## src/rtl/burst_write_ram.sv

```systemverilog
// Burst-write RAM: a command/stream channel fills memory at sequential wrapping
// addresses; the registered read port works independently of the write FSM.
module burst_write_ram #(
  parameter int ADDR_WIDTH = 3,
  parameter int DATA_WIDTH = 8
) (
  input  logic                  clk,
  input  logic                  rst,
  input  logic                  cmd_valid,
  output logic                  cmd_ready,
  input  logic [ADDR_WIDTH-1:0] cmd_addr,
  input  logic [ADDR_WIDTH-1:0] cmd_len,
  input  logic                  wr_valid,
  output logic                  wr_ready,
  input  logic [DATA_WIDTH-1:0] wr_data,
  output logic                  busy,
  output logic                  done,
  input  logic                  rd_en,
  input  logic [ADDR_WIDTH-1:0] rd_addr,
  output logic [DATA_WIDTH-1:0] rd_data
);
  localparam int DEPTH = 1 << ADDR_WIDTH;

  typedef enum logic [1:0] {IDLE, WRITE, DONE} state_t;

  state_t                state, state_next;
  logic [ADDR_WIDTH-1:0] ptr, rem;
  logic [DATA_WIDTH-1:0] mem [DEPTH];
  logic                  xfer;

  assign xfer = (state == WRITE) && wr_valid;

  always_ff @(posedge clk or posedge rst) begin
    if (rst) state <= IDLE;
    else     state <= state_next;
  end

  always_comb begin
    state_next = state;
    cmd_ready  = 1'b0;
    wr_ready   = 1'b0;
    busy       = 1'b0;
    done       = 1'b0;
    case (state)
      IDLE: begin
        cmd_ready = 1'b1;
        if (cmd_valid) state_next = WRITE;
      end
      WRITE: begin
        wr_ready = 1'b1;
        busy     = 1'b1;
        if (wr_valid && rem == '0) state_next = DONE;
      end
      DONE: begin
        busy       = 1'b1;
        done       = 1'b1;
        state_next = IDLE;
      end
      default: state_next = IDLE;
    endcase
  end

  // rem counts words still owed after the current one; zero marks the last word
  always_ff @(posedge clk or posedge rst) begin
    if (rst) begin
      ptr <= '0;
      rem <= '0;
    end else if (state == IDLE && cmd_valid) begin
      ptr <= cmd_addr;
      rem <= cmd_len;
    end else if (xfer) begin
      ptr <= ptr + 1'b1;
      if (rem != '0) rem <= rem - 1'b1;
    end
  end

  // Contents survive reset on purpose
  always_ff @(posedge clk) begin
    if (xfer) mem[ptr] <= wr_data;
  end

  // Nonblocking read of the array makes a same-edge collision read-first
  always_ff @(posedge clk or posedge rst) begin
    if (rst)        rd_data <= '0;
    else if (rd_en) rd_data <= mem[rd_addr];
  end
endmodule

```

## config.mk

```make
export PLATFORM = sky130hd
export DESIGN_NAME = burst_write_ram
export DESIGN_NICKNAME = d
export VERILOG_FILES = /design/src/rtl/burst_write_ram.sv
export SDC_FILE = /design/constraint.sdc
export NUM_CORES = 1
export LEC_CHECK = 0
export CAP_MARGIN = 20
export CORE_UTILIZATION = 30
export CTS_CLUSTER_SIZE = 8
export DETAILED_ROUTE_END_ITERATION = 10
export HOLD_SLACK_MARGIN = 0.12
export PLACE_DENSITY = 0.47
export SYNTH_ARGS = -nofsm -noshare
export SYNTH_HDL_FRONTEND = slang
export SYNTH_SLANG_ARGS = --single-unit
```

## constraint.sdc

```tcl
create_clock -name clk -period 1.91 [get_ports clk]
set_input_delay 0.382 -clock clk [delete_from_list [all_inputs] [get_ports clk]]
set_output_delay 0.382 -clock clk [all_outputs]
set_load 0.02 [all_outputs]
```

Word level (Yosys, flattened, before mapping)
Memory sizes are Yosys's and may differ from the RTL's. A register that Yosys moved wholly into a read port is not among the register bits.
Cells that the tools add are included.

storage, ports and cells
  output and inout bits = 12
  memories = 1
  bits of input ports = 22
  word-level logic and storage cells = 35
  flip-flop bits (word level) = 8
  RAM bits = 64

cells by class
  reduce and logical (&&, ||, !) cells = 11
  add/subtract/negate cells = 2
  mux-type cells = 14
  equal/unequal tests = 4

memory list
  memory  words  width  rd ports  clocked after memory_dff  wr ports  RTL line  text
  mem     8      8      1         1                         1         28        logic [DATA_WIDTH-1:0] mem [DEPTH];

operators with widths
  cell                   number
  $mux W3                5
  $mux W1                6
  $mux W2                2
  $pmux W2 S2            1
  $reduce_and A2 Y1      2
  $reduce_bool A2 Y1     2
  $add A3 B1 Y3 const B  1
  $logic_and A1 B1 Y1    3
  $logic_not A3 Y1       1
  $reduce_bool A3 Y1     1
  $sub A3 B1 Y3 const B  1
  $eq A2 B1 Y1 const B   1
  $eq A2 B2 Y1 const B   1
  $logic_not A2 Y1       1
  $ne A2 B1 Y1 const B   1
  $ne A2 B2 Y1 const B   1
  $reduce_or A2 Y1       1

Longest topological paths before layout
Gate-level depths: netlist of run 1.

  depth in word-level cells = 4
  gate-level depth with buffers = 6
  gate-level depth less buffers = 5

Worst setup path before layout of run 1
No wires, ideal clock.

  path type = register to register
  from = register state[1]
  to = memory mem[0][0], enable pin
  cell stages (with the launch flop) = 5
  data required time = 1.515 ns
  arrival time = 1.866 ns
  setup time = 0.395 ns
  path buffers = 0
  clock period less this slack = 2.261 ns
  slack = -0.351 ns
  cells stage by stage = dfrtp_1 > inv_1 > ha_1 > nand2_2 > nor4_1

on the way
  longest elaborated chain between the ends = 4

RTL lines
  item                           RTL line  text
  start, declared                26        state_t state, state_next;
  start signal, assigned         35        else state <= state_next;
  $eq A2 B1 Y1                   31        assign xfer = (state == WRITE) && wr_valid;
  $logic_and A1 B1 Y1            31
  $mux W1                        79        if (xfer) mem[ptr] <= wr_data;
  $mux W1 (not written as such)  79
  end, declared                  28

Every way passes these cells.

Worst setup path after layout of run 1
  from = register state[0]
  to = output busy

on the way
  longest elaborated chain between the ends = 3
  elaborated cells between the ends (all ways) = 4

RTL lines
  item                                                 RTL line  text
  $eq A2 B1 Y1 / $eq A2 B2 Y1 (equally long branches)  44        case (state)
  $reduce_or A2 Y1 (no source line) *                  n/a
  $mux W1 *                                            44
  end, declared                                        16        output logic busy,

Mark *: on every way between the ends. The rest lies on a longest branch, timed or not.

==> impl_results.md, run 1 <==
- Worst min-delay path category: in2async
- Total grt overflow: 0
- Cells after synthesis: 221
- Die H: 108 um
- Setup slack, reg-to-reg: 240 ps
- Number of DRC markers in iteration 0: 71
- Max Root-Sink Buffers: 2
- P&R area growth vs syn: 25.0%
- Final core occ: 38.8%
- Register area share after synthesis: 68.8%
- Drt wl/cell: 15.9 um
- I/O pin cnt: 34
- Worst Path Required: 1530 ps
- Worst path cell trace: inv_1 > ha_1 > clkdlybuf4s15_1
- Hold slack final: 348 ps
- Flop pwr share: 48.1%
- Sw Pwr: 1.32 mW
- Clock-pin transition on the worst setup and hold timing paths: 90 ps
- Final GP Congestion: 0.745
- Inserted Diodes: 0
- Most common cell after layout, fill and taps aside: edfxtp_1
- CP Class: reg2out
- Tot GR Track Use: 12.7%
- Initial DRT Pass Iterations: 6
- Routed Antenna Nets: 0
- Port Buffer Count: 33
- CTS Sinks: 80
- CTS H-tree lvls: 3
- CP Max Fanout: 4
- Placeable Area: 0.0109 mm2
- DRC Markers: 0
- Pwr dens: 1090 mW/mm2
- Max transition margin: 75.9%
- Static leakage: 1.59 nW
- Via density: 4.60
- Synthesis Warnings: 0
- Most frequent cells in the layout: edfxtp_1, clkdlybuf4s50_1, mux2i_1
- Netlist Area Pre-Place: 0.00338 mm2
- Largest stage delay on the critical path: 400 ps
- Reg2Reg Launch Point: state[1]
- Slew Viols, Final: 0
- Crit end category: output port
- Post-synth cell types: 30
- Clock root buffer: clkbuf_8
- Final Cycle Share: 94.0%
- Final worst path period need: 1800 ps
- Initial antenna violation count: 0
- Initial Util: 31.0%
- CP delay by family, top: flip-flops
- FMAX: 557 MHz
- Net Count, Synth: 251
- DIE WIDTH: 108 um
- Vias in the first global route: 1988
- Final nets: 306
- Worst Path Arrival: 1410 ps
- Internal: 3.29 mW
- Worst-margin pin slew: 362 ps
- Buf+Inv Stages, Crit Path: 2
- Syn_area_per_cell: 15.3 um2
- Seq cells post-synth: 80
- Logic pwr share: 21.5%
- Clock group share of total power: 30.3%
- Die area: 0.0117 mm2
- Layout cell share with drive strength beyond 1: 16.4%
- Number of max-cap violations: 0
- Final setup fails: 0
- Clock skew: 10.7 ps
- Largest net degree at the start of global routing: 19
- Routed Wire Length: 6680 um
- DR vias: 1935
- TritonCTS clock tree: yes
- VDD IR max: 0.464 mV
- Worst skew pair latency: 350 ps
- Total CTS buffers: 9
- Final hold vios: 0
- Post-CTS setup buffers: 0
- Row cnt: 38
- Crit path from: state[0]
- First-pass GRT wire length: 10800 um
- RSZ-0062 raised after global routing: no
- Post-DP HPWL: 4540 um
- Sw frac: 28.6%
- Status: finished clean
- Slowest cell on crit path: dfrtp_1
- Worst setup SP type: flip-flop
-- worst min-delay path, stage by stage --
cell             delay (ps)
clkdlybuf4s50_1         390
inv_1                    50
buf_4                   260
-- what timing repair did --
item                       in CTS  in global routing
hold buffers                    0                  0
gates resized for setup         4                  4
setup endpoints to repair       4                 10
pin swaps                       0                  0
-- state kept, by name, summed over array words and instances, names as in the netlist --
name     cells
rem          3
state        2
rd_data      8
mem         64
ptr          3
-- synth_stat cells --
cell type,number,area [um2]
nand2_2,1,6.26
mux2i_1,26,260
clkbuf_1,3,11.3
inv_1,5,18.8
xor2_1,2,17.5
nor4_1,1,6.26
a22oi_1,8,60.1
nor3_1,4,20.0
nor2_2,1,6.26
edfxtp_1,64,1920
o21ai_0,2,10.0
buf_6,2,22.5
buf_12,1,20.0
a31oi_1,2,12.5
dfrtp_1,16,400
nor2_1,10,37.5
nand2b_1,3,18.8
or3_1,2,12.5
a41o_1,8,80.1
mux2_2,2,22.5
and2b_1,1,7.51
nand3_1,11,55.1
nand2_1,2,7.51
buf_4,2,15.0
buf_2,2,10.0
ha_1,8,100
nor2b_1,18,113
nand3b_1,1,7.51
a211o_1,8,70.1
a21oi_1,5,25.0
-- layout make-up --
| cell class | instances | area [um2] |
|---|---|---|
| fill | 1037 | 6670 |
| multi-input combinational | 126 | 972 |
| tap | 140 | 175 |
| sequential | 80 | 2320 |
| clock inverter | 7 | 103 |
| inverter | 5 | 18.8 |
| clock buffer | 9 | 124 |
| timing repair buffer | 54 | 505 |
-- routing by layer --
layer  track usage (%)  wire length, um  vias to the layer above
met5                 0                0                        -
met4              3.82               65                        0
met3              3.98              261                        5
met2              19.2             3020                       37
met1              17.3             3340                      940
li1                  -                -                      953
-- worst paths after layout --
path / end / cells after the start
worst max-delay path: busy / 3
worst min-delay path: rd_data[0] / 3
worst max register to register: mem[5][2] / 6
worst min register to register: rem[1] / 2
max in group asynchronous: rd_data[2] / 3
min in group clk: rd_data[5] / 3
-- per-stage QoR --
step	cells	cell area, um2	worst slack (ps)	TNS (ps)	power (mW)
floorplan	221	3390	-166	-4140	2.88
global placement	405	3990	11.9	0	3.28
detailed placement	405	3990	-27.2	-166	3.29
CTS	421	4210	61.2	0	4.66
global route	421	4220	25.8	0	4.89
finish	421	4220	114	0	4.60
-- cell families after synthesis --
kind of cell,Yosys count,share of synthesized area [%]
AO/OA/AOI/OAI,33,7.64
flip-flops,80,68.8
AND/OR/NAND/NOR,55,8.82
buffers and inverters,15,2.89
multiplexers,28,8.38
adder cells (fa/ha/maj),8,2.97
XOR/XNOR,2,0.519
-- power groups by stage --
stage	clock network (mW)	registers (mW)	logic [mW]
final	1.40	2.22	0.990
after floorplan	0	2.25	0.628
after global routing	1.52	2.25	1.12
after CTS	1.45	2.21	0.999
after detailed placement	0	2.25	1.03
after global placement	0	2.25	1.03
No activity file was read; power rests on OpenSTA's default activity.
==> run 2, diff against run 1 <==
--- a/config.mk
+++ b/config.mk
@@ -8,3 +8,5 @@
 export CAP_MARGIN = 20
+export CORE_ASPECT_RATIO = 0.8
 export CORE_UTILIZATION = 30
+export CTS_CLUSTER_DIAMETER = 80
 export CTS_CLUSTER_SIZE = 8
==> constraint.sdc (replaced) <==
create_clock -name clk -period 1.91 [get_ports clk]
set_input_delay 0.4775 -clock clk [delete_from_list [all_inputs] [get_ports clk]]
set_output_delay 0.4775 -clock clk [all_outputs]
set_load 0.02 [all_outputs]
==> impl_results.md, run 2 (same netlist as run 1, synthesis figures left out) <==
- Status: finished clean
- Cell area after layout: 0.00432 mm2 (+2.4%)
- Largest net degree at the start of global routing: 20 (+1)
- I/O pin cnt: 34 (unchanged)
- RSZ-0062 raised after global routing: no
- Layout cell share with drive strength beyond 1: 16.6% (+0.24 points)
- Max Root-Sink Buffers: 2 (unchanged)
- Buf+Inv Stages, Crit Path: 2 (unchanged)
- Largest register FFs: 64 (unchanged)
- Number of max-cap violations: 0 (unchanged)
- DR vias: 1968 (+1.7%)
- Logic pwr share: 19.8% (-1.7 points)
- Worst skew pair latency: 330 ps (-20 ps)
- Static leakage: 1.64 nW (+3.1%)
- Worst path cell trace: inv_1 > ha_1 > dlygate4sd2_1
- Clock skew: 4.15 ps (-6.57 ps)
- CP delay by family, top: buffers and inverters
- Worst min-delay path category: in2async
- Vias in the first global route: 1959 (-1.5%)
- Clock group share of total power: 35.9% (+5.6 points)
- Final core occ: 39.5% (+0.77 points)
- Most common cell after layout, fill and taps aside: edfxtp_1
- Number of DRC markers in iteration 0: 161 (+130%)
- Setup slack, reg-to-reg: 170 ps (-70 ps)
- Final hold vios: 0 (unchanged)
- Initial antenna violation count: 0 (unchanged)
- DIE WIDTH: 121 um (+12%)
- Slew Viols, Final: 0 (unchanged)
- First-pass GRT wire length: 11200 um (+3.5%)
- Slowest cell on crit path: dfrtp_1
- FMAX: 559 MHz (+0.39%)
- Hold buffers post-CTS: 0 (unchanged)
- Max transition margin: 72.6% (-3.2 points)
- Final worst path period need: 1790 ps (-6.99 ps)
- P&R area growth vs syn: 28.0%
- Sw Pwr: 1.34 mW (+2.2%)
- Final Cycle Share: 93.7% (-0.37 points)
- Top reg by flops: mem
- Row cnt: 34 (-11%)
- Flop pwr share: 44.3% (-3.8 points)
- Clock root buffer: clkbuf_16
- Placed cell area: 0.00402 mm2 (+0.82%)
- Final nets: 308 (+0.65%)
- Hold slack final: 463 ps (+116 ps)
- Routed Wire Length: 7090 um (+6.2%)
- Drt wl/cell: 16.6 um (+4.7%)
- Tot Pwr: 5.02 mW (+9.1%)
- TritonCTS clock tree: yes
- Routed Antenna Nets: 0 (unchanged)
- Post-DP HPWL: 4930 um (+8.8%)
- Worst Path Arrival: 1310 ps (-100 ps)
- Worst-margin pin slew: 410 ps (+48.5 ps)
- Total grt overflow: 0 (unchanged)
- CP Max Fanout: 4 (unchanged)
- Initial Util: 30.9% (-0.13 points)
- Placeable Area: 0.0109 mm2 (+0.41%)
- Final GP Congestion: 0.741 (-0.46%)
- DRC Markers: 0 (unchanged)
- Die H: 96.9 um (-10%)
- Total CTS buffers: 9 (unchanged)
- Sw frac: 26.8% (-1.8 points)
- Die area: 0.0117 mm2 (about the same)
- Internal: 3.68 mW (+12%)
- Post-CTS setup buffers: 0 (unchanged)
- VDD IR max: 0.361 mV (-22%)
- Inserted Diodes: 0 (unchanged)
- Crit end category: output port
- CP Class: reg2out
- Initial DRT Pass Iterations: 4 (-2)
- Largest stage delay on the critical path: 410 ps (about the same)
- Via density: 4.61 (+0.28%)
- Port Buffer Count: 33 (unchanged)
- Most frequent cells in the layout: edfxtp_1, clkdlybuf4s50_1, mux2i_1
- Post-CTS sizing: 4 (unchanged)
- Final setup fails: 0 (unchanged)
- Worst setup SP type: flip-flop
- CTS Sinks: 80 (unchanged)
- Clock-pin transition on the worst setup and hold timing paths: 60 ps (-30 ps)
- Pwr dens: 1160 mW/mm2 (+6.6%)
- Worst Path Required: 1430 ps (-100 ps)
- CTS H-tree lvls: 3 (unchanged)
- Tot GR Track Use: 13.3% (+0.61 points)
- Top flop regs: mem: 64 flops, rd_data: 8 flops
## run 2: metal layers
metal / track usage, % / wire [um] / vias to the layer above
met5: 0 / 0 / -
met4: 4.84 / 42 / 0
met3: 3.83 / 377 / 4
met2: 17.8 / 2930 / 48
met1: 20.1 / 3750 / 960
li1: - / - / 956
## run 2: area by class of cell
class,count,area (um2)
fillers,1016,6610
flip-flops and latches,80,2320
multi-input cells,126,967
repair buffers,56,519
clock buffers,11,233
well taps,144,180
clock inverters,5,81.3
inverters,5,18.8
## run 2: final timing paths
kind	start	cells past startpoint	endpoint
max in group asynchronous	rst	3	rd_data[3]
hold reg to reg	state[1]	1	state[1]
setup / recovery	state[0]	3	done
setup reg to reg	state[1]	6	mem[5][1]
min in group clk	state[1]	1	state[1]
hold / removal	rst	3	state[0]
## run 2: worst register-to-register path: stages (launching register included)
cell	delay, ps
dfrtp_1	400
inv_1	120
ha_1	200
buf_4	150
nand2_2	130
nor3_1	200
buf_4	230
## run 2: through the flow
step / setup TNS [ps] / cells / setup WS, ps
after global routing: 0 / 427 / 47.1
after CTS: 0 / 427 / 0.576
after global placement: -1690 / 411 / -74.0
final: 0 / 427 / 121
after floorplan: -4140 / 221 / -166
after detailed placement: -2690 / 411 / -119
## run 2: power groups by stage
stage	Clock, mW	Combinational [mW]	Sequential (mW)
CTS	1.84	1.02	2.22
floorplan	0	0.628	2.25
global route	1.92	1.10	2.25
detailed placement	0	1.06	2.26
global placement	0	1.05	2.25
finish	1.80	0.995	2.22
